**config.mk**
```make
export PLATFORM = sky130hd
export DESIGN_NAME = cube_scan_driver_flat
export DESIGN_NICKNAME = d
export VERILOG_FILES = /design/src/rtl/cube_scan_driver_pkg.sv /design/src/rtl/cube_scan_driver_if.sv /design/src/rtl/cube_scan_driver_layer_serializer.sv /design/src/rtl/cube_scan_driver.sv /design/src/flat_wrapper.sv
export SDC_FILE = /design/constraint.sdc
export NUM_CORES = 2
export LEC_CHECK = 0
export CAP_MARGIN = 20
export CORE_MARGIN = 2
export CORE_UTILIZATION = 35
export DETAILED_ROUTE_END_ITERATION = 10
export PLACE_DENSITY_LB_ADDON = 0.15
export SYNTH_ARGS = -nofsm -noshare
export SYNTH_HDL_FRONTEND = slang
export SYNTH_SLANG_ARGS = --single-unit
```
**constraint.sdc**
```tcl
create_clock -name clk -period 3.1 [get_ports clk]
set_input_delay 0.31 -clock clk [delete_from_list [all_inputs] [get_ports clk]]
set_output_delay 0.31 -clock clk [all_outputs]
set_load 0.005 [all_outputs]
```
**src/rtl/cube_scan_driver_pkg.sv**
```systemverilog
// Shared geometry of the 8x8x8 LED cube and a helper that extracts one layer
// from a flattened frame.
//
// Contents:
//   CUBE_LAYERS  number of layers (one-hot layer_sel width)
//   LAYER_BITS   bits per layer (length of the column shift chain)
//   FRAME_BITS   bits per flattened frame
//   layer_word   returns layer L of a frame, bits [64L+63:64L]
package cube_scan_driver_pkg;

    localparam int CUBE_LAYERS = 8;
    localparam int LAYER_BITS  = 64;
    localparam int FRAME_BITS  = 512;

    function automatic logic [LAYER_BITS-1:0] layer_word(
        input logic [FRAME_BITS-1:0] frame,
        input logic [2:0]            layer
    );
        return frame[int'(layer)*LAYER_BITS +: LAYER_BITS];
    endfunction

endpackage

```
**src/rtl/cube_scan_driver_if.sv**
```systemverilog
// Bundle of the frame input and the board-pin outputs of the scan driver.
//
// Signals:
//   frame_cube_flat  512-bit frame from the frame buffer
//   sr_data          serial column data
//   sr_clk           column chain shift clock (chain samples on rising edge)
//   sr_latch         storage-register latch pulse
//   sr_oe_n          column output enable, active-low
//   layer_sel        one-hot layer drive, active-high
//   scan_layer       index of the layer currently lit
//   frame_done       one-cycle pulse at the end of layer 7's lit period
//
// master: the scan driver.  slave: the frame source / board side.
interface cube_scan_driver_if;
    import cube_scan_driver_pkg::*;

    logic [FRAME_BITS-1:0]  frame_cube_flat;
    logic                   sr_data;
    logic                   sr_clk;
    logic                   sr_latch;
    logic                   sr_oe_n;
    logic [CUBE_LAYERS-1:0] layer_sel;
    logic [2:0]             scan_layer;
    logic                   frame_done;

    modport master (
        input  frame_cube_flat,
        output sr_data, sr_clk, sr_latch, sr_oe_n, layer_sel, scan_layer, frame_done
    );

    modport slave (
        output frame_cube_flat,
        input  sr_data, sr_clk, sr_latch, sr_oe_n, layer_sel, scan_layer, frame_done
    );

endinterface

```
**src/rtl/cube_scan_driver_layer_serializer.sv**
```systemverilog
// Serializes one 64-bit layer word, MSB first, into the column shift chain.
// Each bit is presented with sr_clk low for CLK_DIV cycles, then high for
// CLK_DIV cycles; a full word takes 128*CLK_DIV cycles and ends with sr_clk low.
//
// Ports:
//   clk, rst_n  system clock, asynchronous active-low reset
//   word        layer word, captured on start
//   start       one-cycle request to begin shifting word
//   sr_data     serial data, changes only at start or when sr_clk falls
//   sr_clk      shift clock
//   done        high during the final cycle of a shift
module layer_serializer
    import cube_scan_driver_pkg::*;
#(
    parameter int CLK_DIV = 2
)
(
    input  logic                  clk,
    input  logic                  rst_n,
    input  logic [LAYER_BITS-1:0] word,
    input  logic                  start,
    output logic                  sr_data,
    output logic                  sr_clk,
    output logic                  done
);

    // A divider of CLK_DIV=1 would be zero bits wide; keep one bit that stays 0.
    localparam int               DIV_W    = (CLK_DIV > 1) ? $clog2(CLK_DIV) : 1;
    localparam logic [DIV_W-1:0] DIV_LAST = DIV_W'(CLK_DIV - 1);

    logic [LAYER_BITS-1:0] shreg_q;
    logic                  busy_q;
    logic                  sr_clk_q;
    logic [DIV_W-1:0]      div_q;
    logic [6:0]            bit_cnt_q;
    logic                  tick;

    assign tick    = busy_q && (div_q == DIV_LAST);
    // Final cycle: the high half of bit 0 is expiring and sr_clk is about to fall.
    assign done    = tick && sr_clk_q && (bit_cnt_q == 7'd63);
    assign sr_data = shreg_q[LAYER_BITS-1];
    assign sr_clk  = sr_clk_q;

    // Half-period divider; the falling edge advances to the next bit, so data
    // is always settled for CLK_DIV cycles before the chain samples it.
    always_ff @(posedge clk or negedge rst_n) begin
        if (!rst_n) begin
            shreg_q   <= '0;
            busy_q    <= 1'b0;
            sr_clk_q  <= 1'b0;
            div_q     <= '0;
            bit_cnt_q <= '0;
        end else if (start) begin
            shreg_q   <= word;
            busy_q    <= 1'b1;
            sr_clk_q  <= 1'b0;
            div_q     <= '0;
            bit_cnt_q <= '0;
        end else if (busy_q) begin
            if (tick) begin
                div_q <= '0;
                if (!sr_clk_q) begin
                    sr_clk_q <= 1'b1;
                end else begin
                    sr_clk_q  <= 1'b0;
                    bit_cnt_q <= bit_cnt_q + 7'd1;
                    if (bit_cnt_q == 7'd63) begin
                        busy_q <= 1'b0;
                    end else begin
                        shreg_q <= {shreg_q[LAYER_BITS-2:0], 1'b0};
                    end
                end
            end else begin
                div_q <= div_q + 1'b1;
            end
        end
    end

endmodule

```
**src/rtl/cube_scan_driver.sv**
```systemverilog
// Layer-multiplexed scan driver for the 8x8x8 LED cube. Snapshots the frame at
// the start of every layer-0 shift so a frame never tears, serializes the next
// layer while the current one is lit, and blanks all layers around each latch.
//
// Ports:
//   clk, rst_n  system clock, asynchronous active-low reset
//   bus         cube_scan_driver_if.master: frame input and board-pin outputs
//
// Parameters:
//   CLK_DIV       clk cycles per half-period of sr_clk (>=1)
//   LAYER_DWELL   minimum clk cycles each layer is lit
//   BLANK_CYCLES  clk cycles all layers are dark before each latch (>=1)
module cube_scan_driver
    import cube_scan_driver_pkg::*;
#(
    parameter int CLK_DIV      = 2,
    parameter int LAYER_DWELL  = 20000,
    parameter int BLANK_CYCLES = 16
)
(
    input  logic                clk,
    input  logic                rst_n,
    cube_scan_driver_if.master  bus
);

    typedef enum logic [1:0] {INIT_SHIFT, BLANK, LATCH, SHOW} scan_state_t;

    localparam int                 DWELL_W   = (LAYER_DWELL > 0) ? $clog2(LAYER_DWELL + 1) : 1;
    localparam int                 BLANK_W   = $clog2(BLANK_CYCLES + 1);
    localparam logic [DWELL_W-1:0] DWELL_MAX = DWELL_W'(LAYER_DWELL);
    localparam logic [BLANK_W-1:0] BLANK_MAX = BLANK_W'(BLANK_CYCLES);

    scan_state_t            state_q, state_d;
    logic [FRAME_BITS-1:0]  snap_q;
    logic [DWELL_W-1:0]     dwell_cnt_q;
    logic [BLANK_W-1:0]     blank_cnt_q;
    logic [2:0]             next_layer_q;
    logic [2:0]             scan_layer_q;
    logic                   init_pending_q;
    logic                   shift_done_q;
    logic                   sr_latch_q;
    logic                   sr_oe_n_q;
    logic [CUBE_LAYERS-1:0] layer_sel_q;

    logic                   ser_start;
    logic                   ser_done;
    logic [LAYER_BITS-1:0]  ser_word;
    logic                   take_snap;
    logic                   show_exit;
    logic                   dwell_met;
    logic                   blank_met;
    logic                   ser_data;
    logic                   ser_clk;

    assign dwell_met = (32'(dwell_cnt_q) + 32'd1) >= 32'(LAYER_DWELL);
    assign blank_met = (32'(blank_cnt_q) + 32'd1) >= 32'(BLANK_CYCLES);

    layer_serializer #(.CLK_DIV(CLK_DIV)) u_serializer (
        .clk     (clk),
        .rst_n   (rst_n),
        .word    (ser_word),
        .start   (ser_start),
        .sr_data (ser_data),
        .sr_clk  (ser_clk),
        .done    (ser_done)
    );

    always_ff @(posedge clk or negedge rst_n) begin
        if (!rst_n) begin
            state_q <= INIT_SHIFT;
        end else begin
            state_q <= state_d;
        end
    end

    // Next state plus shifter control. A layer-0 shift always reads the live
    // frame directly, because the snapshot of that frame is being taken on the
    // same edge. SHOW ends only when both the dwell and the shift have finished,
    // so a latch never captures a partial word.
    always_comb begin
        state_d   = state_q;
        ser_start = 1'b0;
        take_snap = 1'b0;
        show_exit = 1'b0;
        ser_word  = layer_word(snap_q, next_layer_q + 3'd1);
        case (state_q)
            INIT_SHIFT: begin
                if (init_pending_q) begin
                    ser_start = 1'b1;
                    take_snap = 1'b1;
                end
                if (ser_done) begin
                    state_d = BLANK;
                end
            end
            BLANK: begin
                if (blank_met) begin
                    state_d = LATCH;
                end
            end
            LATCH: begin
                ser_start = 1'b1;
                take_snap = (next_layer_q == 3'd7);
                state_d   = SHOW;
            end
            SHOW: begin
                if (dwell_met && (ser_done || shift_done_q)) begin
                    show_exit = 1'b1;
                    state_d   = BLANK;
                end
            end
            default: state_d = INIT_SHIFT;
        endcase
        if (take_snap) begin
            ser_word = bus.frame_cube_flat[LAYER_BITS-1:0];
        end
    end

    // Snapshot, counters, layer tracking and registered pin drive. Pins are
    // derived from the next state so they switch exactly on BLANK/LATCH/SHOW
    // entry with no decode glitches.
    always_ff @(posedge clk or negedge rst_n) begin
        if (!rst_n) begin
            snap_q         <= '0;
            dwell_cnt_q    <= '0;
            blank_cnt_q    <= '0;
            next_layer_q   <= 3'd0;
            scan_layer_q   <= 3'd0;
            init_pending_q <= 1'b1;
            shift_done_q   <= 1'b0;
            sr_latch_q     <= 1'b0;
            sr_oe_n_q      <= 1'b1;
            layer_sel_q    <= '0;
        end else begin
            if (take_snap) begin
                snap_q <= bus.frame_cube_flat;
            end
            if (ser_start) begin
                init_pending_q <= 1'b0;
                shift_done_q   <= 1'b0;
            end else if (ser_done) begin
                shift_done_q <= 1'b1;
            end

            if (state_d != state_q) begin
                dwell_cnt_q <= '0;
                blank_cnt_q <= '0;
            end else begin
                if (state_q == SHOW && dwell_cnt_q != DWELL_MAX) begin
                    dwell_cnt_q <= dwell_cnt_q + 1'b1;
                end
                if (state_q == BLANK && blank_cnt_q != BLANK_MAX) begin
                    blank_cnt_q <= blank_cnt_q + 1'b1;
                end
            end

            if (state_q == LATCH) begin
                scan_layer_q <= next_layer_q;
                next_layer_q <= next_layer_q + 3'd1;
            end

            sr_latch_q  <= (state_d == LATCH);
            sr_oe_n_q   <= (state_d != SHOW);
            layer_sel_q <= (state_d == SHOW)
                         ? (CUBE_LAYERS'(1) << ((state_q == LATCH) ? next_layer_q : scan_layer_q))
                         : '0;
        end
    end

    assign bus.sr_data    = ser_data;
    assign bus.sr_clk     = ser_clk;
    assign bus.sr_latch   = sr_latch_q;
    assign bus.sr_oe_n    = sr_oe_n_q;
    assign bus.layer_sel  = layer_sel_q;
    assign bus.scan_layer = scan_layer_q;
    assign bus.frame_done = show_exit && (scan_layer_q == 3'd7);

endmodule

```
**src/flat_wrapper.sv**
```systemverilog
// flat-port wrapper written by rule: the top's interface ports become plain ports
module cube_scan_driver_flat import cube_scan_driver_pkg::*;
#(
    parameter int CLK_DIV      = 2,
    parameter int LAYER_DWELL  = 20000,
    parameter int BLANK_CYCLES = 16
)
  (clk, rst_n, bus_frame_cube_flat, bus_sr_data, bus_sr_clk, bus_sr_latch, bus_sr_oe_n, bus_layer_sel, bus_scan_layer, bus_frame_done);
  cube_scan_driver_if bus_i ();
  input  logic clk;
  input  logic rst_n;
  input wire logic [$bits(bus_i.frame_cube_flat)-1:0] bus_frame_cube_flat;
  output wire logic [$bits(bus_i.sr_data)-1:0] bus_sr_data;
  output wire logic [$bits(bus_i.sr_clk)-1:0] bus_sr_clk;
  output wire logic [$bits(bus_i.sr_latch)-1:0] bus_sr_latch;
  output wire logic [$bits(bus_i.sr_oe_n)-1:0] bus_sr_oe_n;
  output wire logic [$bits(bus_i.layer_sel)-1:0] bus_layer_sel;
  output wire logic [$bits(bus_i.scan_layer)-1:0] bus_scan_layer;
  output wire logic [$bits(bus_i.frame_done)-1:0] bus_frame_done;
  assign bus_i.frame_cube_flat = bus_frame_cube_flat;
  assign bus_sr_data = bus_i.sr_data;
  assign bus_sr_clk = bus_i.sr_clk;
  assign bus_sr_latch = bus_i.sr_latch;
  assign bus_sr_oe_n = bus_i.sr_oe_n;
  assign bus_layer_sel = bus_i.layer_sel;
  assign bus_scan_layer = bus_i.scan_layer;
  assign bus_frame_done = bus_i.frame_done;
  cube_scan_driver #(.CLK_DIV(CLK_DIV), .LAYER_DWELL(LAYER_DWELL), .BLANK_CYCLES(BLANK_CYCLES)) u_core (.clk(clk), .rst_n(rst_n), .bus(bus_i));
endmodule
```
==> results.yml <==
drt:
  drtAntennaViolNets: 0
  vias_per_cell: 5.152
  drt_iter0_markers: 1144
  wirelength_um: 79930
  via_count: 18248
  wl_per_cell_um: 22.57
  firstDrtPassIters: 8
  drc: 0
synth:
  yosys_most_used_dff: "dfrtp_1"
  ys_seq_area_share_pct: 55.81
  synth_area_um2: 28070
  ys_ff_latch: 626
  syn_area_per_cell_um2: 15.02
  ys_types: 53
  async_flop_share_pct: 100.0
  syn-num-nets: 2390
  synth_warnings: 0
  postSynthCellCount: 1869
  synth_edf_count: 0
pwr:
  power_density_nw_per_um2: 469.5
  max-vdd-ir-drop_v: 0.0003357
  p_leak_nw: 16.80
timing:
  setup_viol: 1
  maxSlewViolCount: 0
  fin_crit_ns: 3.194
  rsz0062_at_grt: "yes"
  finalCritPeriodShare_pct: 103.0
  skew_ns: 0.02562
  finalHoldViolCount: 0
  tightest_slew_ns: 1.019
  maxSlewHeadroom_pct: 31.80
  fmax_ghz: 0.3131
  fin_tns_setup_ns: -0.09426
  layout_setup_ws_ns: -0.09426
floorplanning:
  num_rows: 103
  ios: 530
  core-area_um2: 79260
  start_util_pct: 35.42
  dieArea_um2: 82480
  die_height_um: 287.2
  die_x_um: 287.2
grt:
  grtUsageTotal_pct: 19.28
  antenna_found_initial: 46
  grt_max_degree: 80
  grt_overflow_total: 0
  grt_pass1_wl_um: 121900
  grt_pass1_vias: 20016
clocking:
  cts.htree.levels: 3
  numCtsBuffers: 72
  clkLatencyLatePin_ns: 0.61
  cts.sinks: 626
  cts_tree: "built"
  cts_root_buffer: "clkbuf_16"
  clk_pin_slew_ns: 0.06
  clockBufferDepth: 3
placed_design:
  port_buffers: 529
  dp_hpwl_um: 56070
  post_dp_cell_area_um2: 35040
  gp_congestion: 0.8097
final_layout:
  final_area_um2: 37720
  drive_above_1_share_pct: 37.67
  final_nets: 2941
  area_growth_pct: 34.38
critical_path:
  crit_chain: "nand4_1 -> nor4_4 -> xnor2_1 -> a31oi_1 -> or4_4 -> nand2_2 -> and3_4 -> buf_6"
  crit_buf_inv: 1
  critPathSlowestCell: "or4_4"
  endpoint_kind: "primary output"
  worstPathArrival_ns: 2.88
  critPathMaxFanout: 4
  cp_data_required_time_ns: 2.79
  critical_path.max_stage_delay_ns: 0.54
  crit_path_start_kind: "flip-flop"
  cpLargestDelayFamily: "simple AND/OR/NAND/NOR gates"
  crit_type: "flip-flop to primary output"
min_path:
  hold_class: "primary input to flip-flop"
job:
  maxCapViolCount: 0
outcome:
  status: "finished, violations left"
  violations: "setup timing"
-- through the flow --
stage | hold WS, ns | utilization, % | setup WS, ns | total power, mW | std cells
floorplan | 0.01441 | - | 0.5195 | 8.328 | 1869
global placement | 0.4078 | 44.21 | 0.1041 | 9.247 | 3379
detailed placement | 0.4133 | 44.21 | 0.06954 | 9.250 | 3379
CTS | 0.2409 | 47.45 | -0.1081 | 18.02 | 3520
global route | 0.2528 | 47.57 | -0.2081 | 18.40 | 3535
finish | 0.2814 | 47.59 | -0.09426 | 17.71 | 3542
-- synthesized netlist by cell type, types with 2 or more instances --
| library cell | instances | area share [%] |
|---|---|---|
| a21oi_1 | 67 | 1.2 |
| a222oi_1 | 63 | 2.2 |
| a31oi_1 | 2 | 0.045 |
| and2_1 | 2 | 0.045 |
| and3_1 | 3 | 0.067 |
| and4_1 | 2 | 0.062 |
| buf_1 | 10 | 0.13 |
| buf_2 | 10 | 0.18 |
| clkbuf_1 | 112 | 1.5 |
| dfrtp_1 | 624 | 56 |
| dfstp_2 | 2 | 0.19 |
| ha_1 | 7 | 0.31 |
| inv_1 | 11 | 0.15 |
| mux2_2 | 576 | 23 |
| mux2i_1 | 7 | 0.25 |
| mux4_2 | 128 | 10 |
| nand2_1 | 34 | 0.45 |
| nand2b_1 | 6 | 0.13 |
| nand3_1 | 10 | 0.18 |
| nand4_1 | 4 | 0.089 |
| nor2_1 | 104 | 1.4 |
| nor3_1 | 13 | 0.23 |
| nor4_1 | 4 | 0.089 |
| o21ai_0 | 7 | 0.12 |
| o21ai_1 | 3 | 0.053 |
| o21bai_1 | 3 | 0.080 |
| or4_1 | 2 | 0.053 |
| xnor2_1 | 15 | 0.47 |
| xor2_1 | 14 | 0.44 |
-- cell families (layout without fill, tap and decap cells) --
logic type,after synthesis,count (layout),share of synthesized area [%]
buf+inv,144,749,1.997
compound gates,157,157,4.172
fa+ha+maj,7,7,0.3120
flops,626,626,55.81
xor+xnor,29,29,0.9049
mux,711,711,33.63
other cells,0,18,0
simple gates,195,195,3.174
-- routing by layer --
layer	track usage, %	vias up	share of wire (%)
li1	-	8162	-
met1	23.78	9347	40
met2	31.98	528	49
met3	6.651	157	8.2
met4	5.586	54	2.5
met5	0	-	0.42
-- repair_timing --
item,in CTS,in global routing
endpoints found under the hold margin,63,0
pin swaps,6,5
setup buffers,12,4
gates resized for setup,17,9
hold buffers,1,0
setup endpoints to repair,1,1
-- final cells by class --
| class | instances | area, um^2 |
|---|---|---|
| inverters | 11 | 41.29 |
| flip-flops and latches | 626 | 15680 |
| diodes | 18 | 45.04 |
| clock inverters | 16 | 217.7 |
| repair buffers | 610 | 6237 |
| well taps | 1050 | 1314 |
| clock buffers | 112 | 2205 |
| fillers | 6928 | 41540 |
| multi-input cells | 1099 | 11980 |
-- registers in the layout (all words and copies together) (netlist names), 2 cells and up --
name and cells:
u_core.bus.layer_sel 8, u_core.state_q 2, u_core.u_serializer.bit_cnt_q 7, u_core.next_layer_q 3, u_core.u_serializer.shreg_q 64, u_core.bus.scan_layer 3, u_core.snap_q 512, u_core.blank_cnt_q 5
u_core.dwell_cnt_q 15
-- cell usage in the layout (no fill, tap or decap), types with 7 or more instances in the layout --
cell type and instances:
xnor2_1 15, nand3_1 9, nor3_1 12, diode_2 18
dfrtp_2 7, clkbuf_1 17, a222oi_1 63, nor2_1 101
a21oi_1 66, mux4_2 128, inv_1 11, mux2_2 576
nand2_1 32, buf_4 54, clkbuf_8 21, mux2i_1 7
xor2_1 14, clkdlybuf4s50_1 527, clkbuf_16 74, buf_12 26
dfrtp_1 616
-- tightest hold or removal path: cells and delay by family --
family                 cells  cell delay (ns)
AND/OR/NAND/NOR            2             0.13
buffers and inverters      1             0.40
-- where the power goes --
part | internal [mW] | leakage, nW | switching, mW
Sequential | 8.17 | 8.39 | 0
Clock | 5.16 | 1.19 | 3.46
Combinational | 0.601 | 7.22 | 0.315
-- path summary, 6_finish.rpt --
check | startpoint | endpoint | slack, ns | depth (start not counted)
max | u_core.dwell_cnt_q[3] | bus_frame_done | -0.09 | 8
min | bus_frame_cube_flat[0] | u_core.snap_q[0] | 0.28 | 3
max reg2reg | u_core.dwell_cnt_q[3] | u_core.dwell_cnt_q[8] | 0.32 | 8
min reg2reg | u_core.snap_q[101] | u_core.snap_q[101] | 0.50 | 1
max in group asynchronous | rst_n | u_core.snap_q[77] | 1.80 | 4
min in group asynchronous | rst_n | u_core.snap_q[195] | 0.34 | 2
Power figures use the tool's default switching activity.
